<file path="src/rtl/apb_tx_fifo_pkg.sv">
// Shared widths, command/status bit positions and the stored frame layout for the TX frame buffer.
package apb_tx_pkg;

   localparam int TRANSMIT_W = 12;
   localparam int ID_W       = 8;
   localparam int DATA_W     = 16;
   localparam int FRAMEW     = TRANSMIT_W + ID_W + DATA_W;

   localparam int CMD_FLUSH   = 0;
   localparam int CMD_CLR_OVF = 1;

   localparam int ST_TX_FULL  = 7;
   localparam int ST_TX_EMPTY = 6;

   typedef struct packed {
      logic [TRANSMIT_W-1:0] transmit;
      logic [ID_W-1:0]       id;
      logic [DATA_W-1:0]     data;
   } frame_t;

endpackage

</file>
<file path="src/rtl/apb_tx_fifo_if.sv">
// Register-block push side, transmitter valid/ready side and status of the TX frame buffer.
interface apb_tx_fifo_if #(parameter int ADDRW = 3);
   import apb_tx_pkg::*;

   logic                  write_enable_tx;
   logic [TRANSMIT_W-1:0] reg_transmit_tx;
   logic [ID_W-1:0]       reg_id_tx;
   logic [DATA_W-1:0]     reg_data_tx;
   logic [7:0]            reg_command_tx;

   logic                  frame_valid_o;
   logic [TRANSMIT_W-1:0] frame_transmit_o;
   logic [ID_W-1:0]       frame_id_o;
   logic [DATA_W-1:0]     frame_data_o;
   logic                  frame_ready_i;

   logic                  tx_full_o;
   logic                  tx_empty_o;
   logic                  tx_overflow_o;
   logic [ADDRW:0]        tx_count_o;

   modport master (
      output write_enable_tx, reg_transmit_tx, reg_id_tx, reg_data_tx, reg_command_tx,
      output frame_ready_i,
      input  frame_valid_o, frame_transmit_o, frame_id_o, frame_data_o,
      input  tx_full_o, tx_empty_o, tx_overflow_o, tx_count_o
   );

   modport slave (
      input  write_enable_tx, reg_transmit_tx, reg_id_tx, reg_data_tx, reg_command_tx,
      input  frame_ready_i,
      output frame_valid_o, frame_transmit_o, frame_id_o, frame_data_o,
      output tx_full_o, tx_empty_o, tx_overflow_o, tx_count_o
   );

endinterface

</file>
<file path="src/rtl/apb_tx_fifo_mem.sv">
// DEPTH x WIDTH register array: write lands at the clock edge, read is combinational.
// No reset on the storage; contents are only meaningful where the pointers say so.
module sync_fifo_mem #(
   parameter int ADDRW = 3,
   parameter int WIDTH = 36
) (
   input  logic             PCLK,
   input  logic             wr_en,
   input  logic [ADDRW-1:0] wr_addr,
   input  logic [WIDTH-1:0] wr_data,
   input  logic [ADDRW-1:0] rd_addr,
   output logic [WIDTH-1:0] rd_data
);

   logic [WIDTH-1:0] mem [2**ADDRW];

   always_ff @(posedge PCLK) begin
      if (wr_en) mem[wr_addr] <= wr_data;
   end

   assign rd_data = mem[rd_addr];

endmodule

</file>
<file path="src/rtl/apb_tx_fifo.sv">
// TX frame buffer: one push per rising edge of write_enable_tx, show-ahead head on valid/ready.
// Push-to-valid is 1 cycle; pushes while full without a same-cycle pop are dropped and flagged.
module apb_tx_fifo
   import apb_tx_pkg::*;
#(
   parameter int ADDRW = 3
) (
   input logic         PCLK,
   input logic         PRESETn,
   apb_tx_fifo_if.slave bus
);

   localparam int             DEPTH    = 2**ADDRW;
   localparam logic [ADDRW:0] FULL_CNT = (ADDRW+1)'(DEPTH);

   logic             we_d;
   logic [ADDRW-1:0] rd_ptr;
   logic [ADDRW-1:0] wr_ptr;
   logic [ADDRW:0]   count;
   logic             ovf;

   logic push, pop, flush, clr_ovf;
   logic full, empty;
   logic wr_ok, rd_ok, drop;
   logic unused_cmd_bits;

   frame_t wr_frame;
   frame_t rd_frame;

   assign push    = bus.write_enable_tx & ~we_d;
   assign flush   = bus.reg_command_tx[CMD_FLUSH];
   assign clr_ovf = bus.reg_command_tx[CMD_CLR_OVF];
   assign full    = (count == FULL_CNT);
   assign empty   = (count == '0);
   assign pop     = ~empty & bus.frame_ready_i;

   // Flush swallows any push/pop in the same cycle; a pop frees the slot a full push needs.
   assign wr_ok = push & ~flush & (~full | pop);
   assign rd_ok = pop & ~flush;
   assign drop  = push & ~flush & full & ~pop;

   assign unused_cmd_bits = ^bus.reg_command_tx[7:2];

   assign wr_frame = '{transmit: bus.reg_transmit_tx,
                       id:       bus.reg_id_tx,
                       data:     bus.reg_data_tx};

   sync_fifo_mem #(
      .ADDRW (ADDRW),
      .WIDTH (FRAMEW)
   ) u_mem (
      .PCLK    (PCLK),
      .wr_en   (wr_ok),
      .wr_addr (wr_ptr),
      .wr_data (wr_frame),
      .rd_addr (rd_ptr),
      .rd_data (rd_frame)
   );

   always_ff @(posedge PCLK or negedge PRESETn) begin
      if (!PRESETn) begin
         we_d   <= 1'b0;
         rd_ptr <= '0;
         wr_ptr <= '0;
         count  <= '0;
         ovf    <= 1'b0;
      end else begin
         we_d <= bus.write_enable_tx;
         if (flush) begin
            rd_ptr <= '0;
            wr_ptr <= '0;
            count  <= '0;
         end else begin
            if (wr_ok) wr_ptr <= wr_ptr + 1'b1;
            if (rd_ok) rd_ptr <= rd_ptr + 1'b1;
            case ({wr_ok, rd_ok})
               2'b10:   count <= count + 1'b1;
               2'b01:   count <= count - 1'b1;
               default: count <= count;
            endcase
         end
         // A drop in the same cycle as a clear leaves the flag set.
         if (drop)                ovf <= 1'b1;
         else if (clr_ovf | flush) ovf <= 1'b0;
      end
   end

   assign bus.frame_valid_o    = ~empty;
   assign bus.frame_transmit_o = rd_frame.transmit;
   assign bus.frame_id_o       = rd_frame.id;
   assign bus.frame_data_o     = rd_frame.data;
   assign bus.tx_full_o        = full;
   assign bus.tx_empty_o       = empty;
   assign bus.tx_overflow_o    = ovf;
   assign bus.tx_count_o       = count;

endmodule

</file>
<file path="src/flat_wrapper.sv">
// flat-port wrapper written by rule: the top's interface ports become plain ports
module apb_tx_fifo_flat import apb_tx_pkg::*;
#(
   parameter int ADDRW = 3
)
  (PCLK, PRESETn, bus_write_enable_tx, bus_reg_transmit_tx, bus_reg_id_tx, bus_reg_data_tx, bus_reg_command_tx, bus_frame_ready_i, bus_frame_valid_o, bus_frame_transmit_o, bus_frame_id_o, bus_frame_data_o, bus_tx_full_o, bus_tx_empty_o, bus_tx_overflow_o, bus_tx_count_o);
  apb_tx_fifo_if #(.ADDRW(ADDRW)) bus_i ();
  input logic PCLK;
  input logic PRESETn;
  input wire logic [$bits(bus_i.write_enable_tx)-1:0] bus_write_enable_tx;
  input wire logic [$bits(bus_i.reg_transmit_tx)-1:0] bus_reg_transmit_tx;
  input wire logic [$bits(bus_i.reg_id_tx)-1:0] bus_reg_id_tx;
  input wire logic [$bits(bus_i.reg_data_tx)-1:0] bus_reg_data_tx;
  input wire logic [$bits(bus_i.reg_command_tx)-1:0] bus_reg_command_tx;
  input wire logic [$bits(bus_i.frame_ready_i)-1:0] bus_frame_ready_i;
  output wire logic [$bits(bus_i.frame_valid_o)-1:0] bus_frame_valid_o;
  output wire logic [$bits(bus_i.frame_transmit_o)-1:0] bus_frame_transmit_o;
  output wire logic [$bits(bus_i.frame_id_o)-1:0] bus_frame_id_o;
  output wire logic [$bits(bus_i.frame_data_o)-1:0] bus_frame_data_o;
  output wire logic [$bits(bus_i.tx_full_o)-1:0] bus_tx_full_o;
  output wire logic [$bits(bus_i.tx_empty_o)-1:0] bus_tx_empty_o;
  output wire logic [$bits(bus_i.tx_overflow_o)-1:0] bus_tx_overflow_o;
  output wire logic [$bits(bus_i.tx_count_o)-1:0] bus_tx_count_o;
  assign bus_i.write_enable_tx = bus_write_enable_tx;
  assign bus_i.reg_transmit_tx = bus_reg_transmit_tx;
  assign bus_i.reg_id_tx = bus_reg_id_tx;
  assign bus_i.reg_data_tx = bus_reg_data_tx;
  assign bus_i.reg_command_tx = bus_reg_command_tx;
  assign bus_i.frame_ready_i = bus_frame_ready_i;
  assign bus_frame_valid_o = bus_i.frame_valid_o;
  assign bus_frame_transmit_o = bus_i.frame_transmit_o;
  assign bus_frame_id_o = bus_i.frame_id_o;
  assign bus_frame_data_o = bus_i.frame_data_o;
  assign bus_tx_full_o = bus_i.tx_full_o;
  assign bus_tx_empty_o = bus_i.tx_empty_o;
  assign bus_tx_overflow_o = bus_i.tx_overflow_o;
  assign bus_tx_count_o = bus_i.tx_count_o;
  apb_tx_fifo #(.ADDRW(ADDRW)) u_core (.PCLK(PCLK), .PRESETn(PRESETn), .bus(bus_i));
endmodule
</file>
<file path="config.mk">
export PLATFORM = sky130hd
export DESIGN_NAME = apb_tx_fifo_flat
export DESIGN_NICKNAME = d
export VERILOG_FILES = /design/src/rtl/apb_tx_fifo_pkg.sv /design/src/rtl/apb_tx_fifo_if.sv /design/src/rtl/apb_tx_fifo_mem.sv /design/src/rtl/apb_tx_fifo.sv /design/src/flat_wrapper.sv
export SDC_FILE = /design/constraint.sdc
export NUM_CORES = 1
export LEC_CHECK = 0
export ABC_AREA = 1
export CAP_MARGIN = 10
export CORE_MARGIN = 3
export CORE_UTILIZATION = 68
export DETAILED_ROUTE_END_ITERATION = 6
export DONT_BUFFER_PORTS = 1
export HOLD_SLACK_MARGIN = 0.15
export PLACE_DENSITY = 0.83
export SLEW_MARGIN = 30
export SYNTH_ARGS = -nofsm -noshare
export SYNTH_HDL_FRONTEND = slang
export SYNTH_SLANG_ARGS = --single-unit
</file>
<file path="constraint.sdc">
create_clock -name PCLK -period 8.9 [get_ports PCLK]
set_input_delay 2.67 -clock PCLK [delete_from_list [all_inputs] [get_ports PCLK]]
set_output_delay 2.67 -clock PCLK [all_outputs]
set_load 0.005 [all_outputs]
</file>
======== After elaboration in Yosys (flattened, before gate mapping) ========
Memory sizes are Yosys's and may differ from the RTL's.
Cells that the tools add are included.
word-level totals
  input port bits ......................... 48
  memories kept ........................... 1
  RAM bits ................................ 288
  output and inout bits ................... 44
  flip-flop bits (word level) ............. 12
  word-level logic and storage cells ...... 42
memory list
  name              depth  width  rd ports  clocked after Yosys merged registers in  write ports  line                   text
  u_core.u_mem.mem  8      36     1         0                                        1            apb_tx_fifo_mem.sv:15  logic [WIDTH-1:0] mem [2**ADDRW];
operators by class
  bitwise gates (word level) .............. 14
  reduce and logical (&&, ||, !) cells .... 5
  equality and inequality tests ........... 3
  mux-type cells .......................... 10
  add/subtract/negate cells ............... 4
operators by type and width
  kind                                               count
  2-to-1 mux 3 bit                                   4
  case mux 4 bit (2 select lines)                    1
  AND 1 bit                                          7
  adder 3 x 1 -> 3 bit (second input constant)       2
  nonzero test 2 bit                                 3
  inverter 1 bit                                     5
  adder 4 x 1 -> 4 bit (second input constant)       1
  == test 4 bit (second input constant)              1
  zero test 4 bit                                    1
  2-to-1 mux 1 bit                                   4
  2-to-1 mux 4 bit                                   1
  subtractor 4 x 1 -> 4 bit (second input constant)  1
  nonzero test 3 bit                                 1
  == test 2 x 1 -> 1 bit (second input constant)     1
  == test 2 bit (second input constant)              1
  OR 1 bit                                           2

======== Depth between registers and ports, before layout ========
Gate-level depths: netlist of run 1.
  depth in word-level cells ............... 8
  depth in mapped cells ................... 14
  gate-level depth less buffers ........... 14

======== Cells and area by module ========
A second synthesis of run 1 with hierarchy kept.
second synthesis, totals
  cells, all modules ...................... 1343
  area total of the unflattened synthesis .. 13265.2 sq um
by module, submodules not included
  module         cells an instance  times used  area each (sq um)  seq. area each (sq um)
  sync_fifo_mem  1261               1           12560.8            8648.3
  apb_tx_fifo    82                 1           704.4              300.3

======== Worst setup path after synthesis of run 1 ========
Ideal clock, no wire load.
  kind .................................... input port to flip-flop
  start ................................... input bus_reg_command_tx[0]
  end ..................................... memory u_core.u_mem.mem[0][0] (enable)
  cell stages on the path ................. 5
  library setup time ...................... 0.429 ns
  data required time ...................... 8.471 ns
  slack ................................... 3.727 ns
  arrival time ............................ 4.744 ns
  buffers on the path ..................... 0
  path through ............................ nor3b_2 nand2_2 inv_1 nand2_1 nor2_1
between the ends
  word-level cells in the longest chain between the ends .. 5
RTL lines
  what                                    line                   text
  from (decl)                             flat_wrapper.sv:14     input wire logic [$bits(bus_i.reg_command_tx)-1:0] bus_reg_command_tx;
  inverter 1 bit                          apb_tx_fifo.sv:38      assign wr_ok = push & ~flush & (~full | pop);
  AND 1 bit (2 in series)                 apb_tx_fifo.sv:38
  2-to-1 mux 1 bit                        apb_tx_fifo_mem.sv:18  if (wr_en) mem[wr_addr] <= wr_data;
  2-to-1 mux 1 bit (not written as such)  apb_tx_fifo_mem.sv:18
  to (decl)                               apb_tx_fifo_mem.sv:15
Every way passes these cells.

======== Worst setup path after layout of run 1 ========
  start ................................... register u_core.rd_ptr[0]
  end ..................................... output bus_frame_data_o[3]
between the ends
  word-level cells in the longest chain between the ends .. 1
RTL lines
  what                      line                text
  from (decl)               apb_tx_fifo.sv:17   logic [ADDRW-1:0] rd_ptr;
  from (signal assigned)    apb_tx_fifo.sv:75   if (rd_ok) rd_ptr <= rd_ptr + 1'b1;
  memory read (8 x 36 bit)  --
  to (decl)                 flat_wrapper.sv:19  output wire logic [$bits(bus_i.frame_data_o)-1:0] bus_frame_data_o;
Every way passes these cells.

==> results_dict.tcl, run 1 <==
set metrics [dict create \
    r2r_setup_slack_ns 6.28 \
    yosysTopAreaCellShare_pct 73.3 \
    p_comb_share_pct 20.3 \
    worst-path-buf-inv 2 \
    period_minus_slack_ns 6.02 \
    gr-usage-met2_pct 47.1 \
    final_common_cell "edfxtp_1" \
    post_drt_wl_per_cell_um 21.6 \
    final_nets 957 \
    netlist_top_cells_area "edfxtp_1 73%, nor2_1 8.4%, o21ai_0 6.4%, dfrtp_1 2.5%, a31oi_1 1.9%" \
    p_seq_share_pct 47.0 \
    crit_cells 6 \
    grt_remaining_overflow 0 \
    dr.pass1.iters 5 \
    cts_buffers 28 \
    finalSetupViolations 0 \
    clkSlewWorstSetupHoldPaths_ns 0.06 \
    place_hpwl_um 12900 \
    vias_per_cell 6.45 \
    relSlewSlack_pct 39.6 \
    grt_pass1_wl_um 38300 \
    antenna_found_initial 0 \
    layout_common_cells "288 x edfxtp_1, 255 x nor2_1, 151 x o21ai_0, 36 x o22ai_1, 36 x a31oi_1" \
    worst_hold_path.endpoint "u_core.bus.tx_overflow_o" \
    swShare_pct 29.3 \
    grt_max_degree 125 \
    first_iter_violations 755 \
    worstHoldStart "u_core.we_d" \
    hold_path_class "flop to flop" \
    drv_slew 0 \
    htree_levels 1 \
    rsz0062_at_grt "no" \
    tritoncts "built" \
    crit_fanout 91 \
    pin_count 92 \
    worstSetupStartpointType "flop" \
    gp_congestion 0.803 \
    power_switching_mw 1.01 \
    drive_gt1_share_pct 8.43 \
    start_util_pct 70.4 \
    wirelength_um 24800 \
    clock-sinks 300 \
    via_count 7389 \
    hold_depth 3 \
    ff2ff_path_depth 7 \
    synthesis.area_um2 11800 \
    clockBufferDepth 3 \
    root_buffer "clkbuf_16" \
    cp-end-kind "primary output" \
    die-width_um 138 \
    ys_ff_latch 300 \
    synthCells 917 \
    insertion_delay_ns 0.54 \
    track_usage_pct 26.5 \
    max_freq_mhz 166 \
    period_share_pct 67.6 \
    worst_pin_slew_ns 0.907 \
    finalHoldViolCount 0 \
    cts-hold-fix-buffers 0 \
    yosys.area.top_type "edfxtp_1" \
    drtAntennaViolNets 0 \
    fin_worst_skew_ns 0.0176 \
    cp_data_arrival_time_ns 3.35 \
    drc 0 \
    die_area_um2 19000 \
    worstPathRequired_ns 6.23 \
    yosysWarnings 0 \
    syn_area_per_cell_um2 12.9 \
    post_cts_buffers 0 \
    powerDensity_nw_per_um2 267 \
    status "complete, no violations" \
    io_buffers 0 \
    syn-num-nets 969 \
    post_synth_num_cell_types 27 \
    grtUsageMet1_pct 31.6 \
    num_antenna_cells 0 \
    crit_chain "clkinv_2 > buf_4 > o21ai_0 > o22ai_1 > nor2_1 > a31oi_1" \
    path_class "flop to primary output" \
    path_delay_family "buffers and inverters" \
    coreArea_um2 16800 \
    rows 47 \
    finalSetupTns_ns 0 \
    ys_seq_area_share_pct 75.8 \
    crit_slowest_cell "buf_4" \
    syn_to_final_growth_pct 8.94 \
    top_usage_layer "met2" \
    holdWs_ns 0.585 \
    die_y_um 138 \
    slowest_delay_ns 0.78 \
    p_leak_nw 4.26 \
    met3_usage_pct 5.62 \
    cts_resized 0 \
    grt_pass1_vias 7722 \
    ir_drop_uv 328 \
    internal_power_mw 2.43 \
    r2r-end "u_core.u_mem.mem[2][15]" \
    regToRegStartpoint "u_core.bus.tx_count_o[0]" \
    cap_violations 0 \
    clkPwrFrac_pct 32.7 \
]
## metrics by stage
stage                     util, %  instance area [um^2]  total power [mW]  setup slack [ns]  cells
after CTS                    76.7                 12900              3.44              2.93   1145
after global placement       71.5                 12000              2.27              3.77   1095
after detailed placement     71.5                 12000              2.32              3.63   1095
after global routing         76.7                 12900              3.58              2.73   1145
after floorplan                 -                 11800              2.18              3.73    917
final                        76.7                 12900              3.43              2.88   1145
## synthesized netlist by cell type
| library cell | instances |
|---|---|
| nand2_1 | 26 |
| clkbuf_1 | 39 |
| nand4_1 | 1 |
| o21ai_2 | 2 |
| nor2_4 | 2 |
| buf_2 | 5 |
| o21ai_0 | 151 |
| inv_1 | 16 |
| nor4_1 | 1 |
| nor3b_2 | 1 |
| o21ai_1 | 1 |
| o22ai_1 | 36 |
| nor2_1 | 263 |
| buf_4 | 4 |
| nand3b_1 | 1 |
| nand2_2 | 6 |
| inv_2 | 4 |
| dfrtp_1 | 12 |
| xnor2_1 | 1 |
| buf_6 | 4 |
| ha_1 | 4 |
| o21a_1 | 1 |
| a31oi_1 | 36 |
| edfxtp_1 | 288 |
| nand3_1 | 7 |
| buf_1 | 3 |
| a21oi_1 | 2 |
## state kept, by name, summed over array words and instances (netlist names)
register / flops
u_core.bus.tx_overflow_o: 1
u_core.u_mem.mem: 288
u_core.bus.tx_count_o: 4
u_core.wr_ptr: 3
u_core.rd_ptr: 3
u_core.we_d: 1
## area by class of cell
class / instances / area (um^2)
clock buffer: 35 / 748
sequential: 300 / 8950
timing repair buffer: 13 / 101
fill: 932 / 3910
tap: 220 / 275
inverter: 20 / 76.3
clock inverter: 15 / 121
multi-input combinational: 542 / 2580
## power groups by stage
stage,clock [mW],sequential [mW],combinational (mW)
floorplan,0,1.62,0.565
global placement,0,1.64,0.632
detailed placement,0,1.64,0.683
CTS,1.13,1.61,0.693
global route,1.19,1.62,0.775
finish,1.12,1.61,0.698
## worst max path at each step
stage                               start                     end  slack [ns]
floorplan           bus_reg_command_tx[0]  u_core.u_mem.mem[0][0]        3.73
global placement         u_core.rd_ptr[0]    bus_frame_data_o[15]        3.77
detailed placement       u_core.rd_ptr[0]       bus_frame_id_o[0]        3.63
CTS                      u_core.rd_ptr[0]     bus_frame_data_o[3]        2.93
global route             u_core.rd_ptr[0]     bus_frame_data_o[3]        2.73
finish                   u_core.rd_ptr[0]     bus_frame_data_o[3]        2.88
## routing by layer
metal	share of wire (%)	up-vias
met5	0	-
met2	53	413
li1	-	3292
met4	2.9	0
met1	35	3613
met3	9.1	71
## cells by family after synthesis
kind of cell             after synthesis  synth area share [%]
flip-flops                           300                  75.8
buffers and inverters                 75                  2.82
XOR/XNOR                               1                0.0742
adder cells (fa/ha/maj)                4                 0.424
AND/OR/NAND/NOR                      308                  10.3
AO/OA/AOI/OAI                        229                  10.6
## worst min-delay path, delay by kind of cell, from the launching register on
| family | cells | cell delay (ns) |
|---|---|---|
| AOI/OAI and AO/OA | 1 | 0.08 |
| DFF | 1 | 0.34 |
| and+or+nand+nor | 2 | 0.12 |
No activity file was read; power rests on OpenSTA's default activity.
==> inputs of run 2 (changes only) <==
--- a/config.mk
+++ b/config.mk
@@ -8,11 +8,11 @@
 export ABC_AREA = 1
 export CAP_MARGIN = 10
 export CORE_MARGIN = 3
-export CORE_UTILIZATION = 68
+export CORE_UTILIZATION = 57
 export DETAILED_ROUTE_END_ITERATION = 6
 export DONT_BUFFER_PORTS = 1
 export HOLD_SLACK_MARGIN = 0.15
-export PLACE_DENSITY = 0.83
+export PLACE_DENSITY = 0.74
 export SLEW_MARGIN = 30
 export SYNTH_ARGS = -nofsm -noshare
 export SYNTH_HDL_FRONTEND = slang
==> constraint.sdc (replaced) <==
create_clock -name PCLK -period 5 [get_ports PCLK]
set_input_delay 1.5 -clock PCLK [delete_from_list [all_inputs] [get_ports PCLK]]
set_output_delay 1.5 -clock PCLK [all_outputs]
set_load 0.005 [all_outputs]
==> run 2 against run 1 <==
Net effect:
- final cell count up 4.8%
- final area up 2.1%
- sequential power up 81%
- global-route usage down 6.3 points
- wire length down 8.3%
- clock power up 100%
- worst setup slack worse by 2.3 ns
- non-clock buffer count up 4
- die area up 18%
- critical endpoint is now bus_frame_transmit_o[11]
==> results_dict.tcl, run 2 (synthesis results as in run 1) <==
set metrics [dict create \
    status "complete, no violations" \
    clkSlewWorstSetupHoldPaths_ns 0.06 \
    layout_common_cells "288 x edfxtp_1, 255 x nor2_1, 151 x o21ai_0, 36 x o22ai_1, 36 x a31oi_1" \
    cp-end-kind "primary output" \
    htree_levels 1 \
    largest-register "u_core.u_mem.mem" \
    ir_drop_uv 507 \
    rows 51 \
    rsz0062_at_grt "no" \
    dr.pass1.iters 7 \
    r2r-end "u_core.u_mem.mem[0][22]" \
    syn_to_final_growth_pct 11.2 \
    die_area_um2 22500 \
    drive_gt1_share_pct 9.30 \
    antenna_found_initial 0 \
    regToRegStartpoint "u_core.bus.tx_count_o[0]" \
    insertion_delay_ns 0.54 \
    fin_util_pct 65.9 \
    worstHoldStart "u_core.we_d" \
    nFillCells 1418 \
    hold_path_class "flop to flop" \
    fin_worst_skew_ns 0.00734 \
    relSlewSlack_pct 42.0 \
    place_area_um2 12100 \
    period_minus_slack_ns 4.38 \
    grt_pass1_wl_um 35600 \
    max_freq_mhz 228 \
    r2r_setup_slack_ns 2.42 \
    cts_resized 0 \
    pin_count 92 \
    cap_violations 0 \
    largest_reg_flops 288 \
    io_buffers 0 \
    gp_congestion 0.725 \
    worstSetupStartpointType "flop" \
    num_antenna_cells 0 \
    path_class "flop to primary output" \
    p_leak_nw 4.36 \
    post_drt_wl_per_cell_um 18.9 \
    tritoncts "built" \
    drtAntennaViolNets 0 \
    die-width_um 150 \
    cp_data_arrival_time_ns 2.88 \
    coreArea_um2 19900 \
    final_nets 963 \
    finalHoldViolCount 0 \
    dp_cells 1144 \
    period_share_pct 87.7 \
    vias_per_cell 5.81 \
    track_usage_pct 20.3 \
    powerDensity_nw_per_um2 485 \
    start_util_pct 59.3 \
    clockBufferDepth 3 \
    clock-sinks 300 \
    cts_buffers 30 \
    drv_slew 0 \
    hold_depth 3 \
    cts-hold-fix-buffers 0 \
    post_cts_buffers 0 \
    grt_max_degree 82 \
    via_count 6966 \
    die_y_um 150 \
    grt_remaining_overflow 0 \
    worst_hold_path.endpoint "u_core.bus.tx_overflow_o" \
    final_area_um2 13100 \
    place_hpwl_um 11900 \
    layout.cells.non_filler 1200 \
    finalSetupTns_ns 0 \
    worstPathRequired_ns 3.50 \
    crit_fanout 66 \
    grt_pass1_vias 6596 \
    wirelength_um 22700 \
    root_buffer "clkbuf_16" \
    final_common_cell "edfxtp_1" \
    ff2ff_path_depth 7 \
    first_iter_violations 597 \
    finalSetupViolations 0 \
    worst_pin_slew_ns 0.869 \
    holdWs_ns 0.589 \
    drc 0 \
]
## run 2: per-layer routing
metal	track usage, %	wire length [um]	part of all wire, %	vias to the layer above
met5	0	0	0	-
li1	-	-	-	3315
met4	5.58	457	2.0	0
met2	34.0	11300	50	211
met3	4.27	1620	7.1	42
met1	27.3	9360	41	3398
## run 2: worst max-delay path by stage
stage                     startpoint                        to  slack [ns]  cells after the start
2_1_floorplan  bus_reg_command_tx[0]    u_core.u_mem.mem[0][0]         1.0                      5
6_report            u_core.rd_ptr[0]  bus_frame_transmit_o[11]        0.62                      6
5_1_grt             u_core.rd_ptr[0]  bus_frame_transmit_o[11]        0.43                      6
3_5_place_dp        u_core.rd_ptr[0]  bus_frame_transmit_o[11]        1.21                      6
4_1_cts             u_core.rd_ptr[0]  bus_frame_transmit_o[11]        0.62                      6
3_3_place_gp        u_core.rd_ptr[0]  bus_frame_transmit_o[11]        1.20                      6
## run 2: power breakdown
part           switching [mW]  internal (mW)  total [mW]
Sequential              0.109           2.80        2.91
Clock                   0.876           1.38        2.26
Combinational           0.804          0.385        1.19
## run 2: per-stage QoR
step | power, mW | setup slack (ns)
after CTS | 6.41 | 0.616
after detailed placement | 4.16 | 1.21
after global placement | 4.13 | 1.20
after floorplan | 3.88 | 0.997
after global routing | 6.67 | 0.430
final | 6.36 | 0.617
## run 2: cell type report
type / instances / area (um^2) / share of cell area, %
clock buffer: 37 / 798 / 6.08
timing repair buffer: 17 / 165 / 1.26
clock inverter: 19 / 215 / 1.64
sequential: 300 / 8950 / 68.3
multi-input combinational: 542 / 2580 / 19.6
tap: 265 / 332 / 2.53
inverter: 20 / 77.6 / 0.591
## run 2: worst max-delay path, stage by stage (launching register included)
cell     delay [ns]
dfrtp_4        0.74
inv_4          0.52
buf_4          0.39
nor2_1         0.07
o22ai_1        0.17
nor2_1         0.06
a31oi_1        0.35
==> inputs of run 3 (changes only) <==
--- a/config.mk
+++ b/config.mk
@@ -8,11 +8,11 @@
 export ABC_AREA = 1
 export CAP_MARGIN = 10
 export CORE_MARGIN = 3
-export CORE_UTILIZATION = 57
+export CORE_UTILIZATION = 68
 export DETAILED_ROUTE_END_ITERATION = 6
 export DONT_BUFFER_PORTS = 1
 export HOLD_SLACK_MARGIN = 0.15
-export PLACE_DENSITY = 0.74
+export PLACE_DENSITY = 0.83
 export SLEW_MARGIN = 30
 export SYNTH_ARGS = -nofsm -noshare
 export SYNTH_HDL_FRONTEND = slang
==> constraint.sdc (replaced) <==
create_clock -name PCLK -period 5.47 [get_ports PCLK]
set_input_delay 1.641 -clock PCLK [delete_from_list [all_inputs] [get_ports PCLK]]
set_output_delay 1.641 -clock PCLK [all_outputs]
set_load 0.005 [all_outputs]
==> run 3 against run 2 <==
Net effect:
- utilization is 11 points higher
- global-route usage up 6.1 points
- final area down 1.4%
- worst setup slack got worse by 0.070 ns
- clock skew up 0.0093 ns
- clock power down 15%
- sequential share of layout area grew 0.95 points
- via count rose by 5.6%
- first-iteration DRC count grew 27%
- critical endpoint is now bus_frame_data_o[0]
==> results_dict.tcl, run 3 (synthesis results as in run 1) <==
set metrics [dict create \
    cp-end-kind "primary output" \
    max_freq_mhz 203 \
    dpl_worst_slack_ns 1.20 \
    rows 47 \
    crit_chain "buf_4 > buf_4 > o21ai_0 > o22ai_1 > nor2_1 > a31oi_1" \
    worst_pin_slew_ns 0.981 \
    finalSetupTns_ns 0 \
    cap_violations 0 \
    fin_ws_ns 0.548 \
    grt_remaining_overflow 0 \
    grt_pass1_wl_um 38100 \
    status "complete, no violations" \
    dr.pass1.iters 5 \
    io_buffers 0 \
    drtAntennaViolNets 0 \
    wirelength_um 24700 \
    path_class "flop to primary output" \
    powerDensity_nw_per_um2 440 \
    cp_data_arrival_time_ns 3.28 \
    period_share_pct 90.0 \
    die-width_um 138 \
    largest-register "u_core.u_mem.mem" \
    relSlewSlack_pct 34.6 \
    place_hpwl_um 13400 \
    largest_reg_flops 288 \
    first_iter_violations 760 \
    internal_power_mw 4.05 \
    p_leak_nw 4.30 \
    start_util_pct 70.4 \
    final_nets 960 \
    num_antenna_cells 0 \
    ir_drop_uv 358 \
    post_cts_buffers 0 \
    path_delay_family "buffers and inverters" \
    htree_levels 1 \
    power_mw 5.69 \
    root_buffer "clkbuf_16" \
    worst-path-buf-inv 2 \
    crit_slowest_cell "buf_4" \
    period_minus_slack_ns 4.92 \
    fin_worst_skew_ns 0.0167 \
    drv_slew 0 \
    final_common_cell "edfxtp_1" \
    crit_cells 6 \
    drive_gt1_share_pct 8.82 \
    place_area_um2 12000 \
    rsz0062_at_grt "no" \
    worstPathRequired_ns 3.83 \
    finalHoldViolCount 0 \
    finalSetupViolations 0 \
    r2r_setup_slack_ns 2.74 \
    worstSetupStartpointType "flop" \
    slowest_delay_ns 0.73 \
    swShare_pct 28.9 \
    drc 0 \
    insertion_delay_ns 0.54 \
    cts_resized 0 \
    p_comb_share_pct 20.7 \
    syn_to_final_growth_pct 9.66 \
    grt_pass1_vias 7399 \
    final_area_um2 12900 \
    tritoncts "built" \
    crit_top_cell "buf_4" \
    grt_max_degree 81 \
    pin_count 92 \
    cts-hold-fix-buffers 0 \
    post_drt_wl_per_cell_um 21.5 \
    clkSlewWorstSetupHoldPaths_ns 0.06 \
    hold_path_class "flop to flop" \
    vias_per_cell 6.40 \
    cts_buffers 28 \
    p_seq_share_pct 45.6 \
    die_y_um 138 \
    clockBufferDepth 3 \
    track_usage_pct 26.4 \
    coreArea_um2 16800 \
    via_count 7358 \
    clock-sinks 300 \
    antenna_found_initial 0 \
    ff2ff_path_depth 7 \
    crit_fanout 80 \
    clkPwrFrac_pct 33.7 \
    power_switching_mw 1.65 \
    die_area_um2 19000 \
    hold_depth 2 \
    gp_congestion 0.817 \
    layout_common_cells "288 x edfxtp_1, 255 x nor2_1, 151 x o21ai_0, 36 x o22ai_1, 36 x a31oi_1" \
]
[run 3: changes by cell type in the layout (fill, tap and decap cells not counted), sizes merged]
cell | before | now
inv | 20 | 19
bufinv | 5 | 3
clkbuf | 37 | 39
clkinv | 13 | 9
clkinvlp | 1 | 2
buf | 17 | 16
[run 3: stage by stage]
step / utilization (%) / instances / hold WS [ns]
6_report: 77.2 / 1150 / 0.602
2_1_floorplan: - / 917 / 0.530
5_1_grt: 77.2 / 1150 / 0.646
4_1_cts: 77.2 / 1150 / 0.601
3_5_place_dp: 71.7 / 1098 / 0.588
3_3_place_gp: 71.7 / 1098 / 0.561
[run 3: layout make-up]
type,count,area [um^2]
repair buffers,16,133
clock buffers,39,783
fillers,916,3820
flip-flops and latches,300,8950
well taps,220,275
multi-input cells,542,2580
inverters,20,76.3
clock inverters,13,140
[run 3: final timing paths]
| kind | startpoint | to |
|---|---|---|
| setup / recovery | u_core.rd_ptr[0] | bus_frame_data_o[0] |
| hold / removal | u_core.wr_ptr[0] | u_core.wr_ptr[0] |
| setup reg to reg | u_core.bus.tx_count_o[0] | u_core.u_mem.mem[0][26] |
| hold reg to reg | u_core.wr_ptr[0] | u_core.wr_ptr[0] |
| max in group asynchronous | PRESETn | u_core.rd_ptr[0] |
| min in group asynchronous | PRESETn | u_core.we_d |
[run 3: power groups by stage]
stage	clock, mW	sequential (mW)	combinational [mW]
2_1_floorplan	0	2.63	0.919
5_1_grt	2.02	2.60	1.31
3_5_place_dp	0	2.64	1.15
4_1_cts	1.93	2.60	1.17
3_3_place_gp	0	2.64	1.09
6_report	1.92	2.60	1.18
[run 3: worst reg2reg max path, delay by kind of cell (launching register included)]
kind	cells	cell delay, ns
flops	1	0.49
simple gates	5	1.38
buf+inv	2	0.54
[run 3: per-layer routing]
metal | vias to the layer above | GRT usage (%) | share of wire [%]
met4 | 0 | 11.0 | 2.9
met3 | 73 | 5.70 | 9.0
li1 | 3301 | - | -
met2 | 419 | 46.0 | 52
met1 | 3565 | 32.1 | 36
met5 | - | 0 | 0
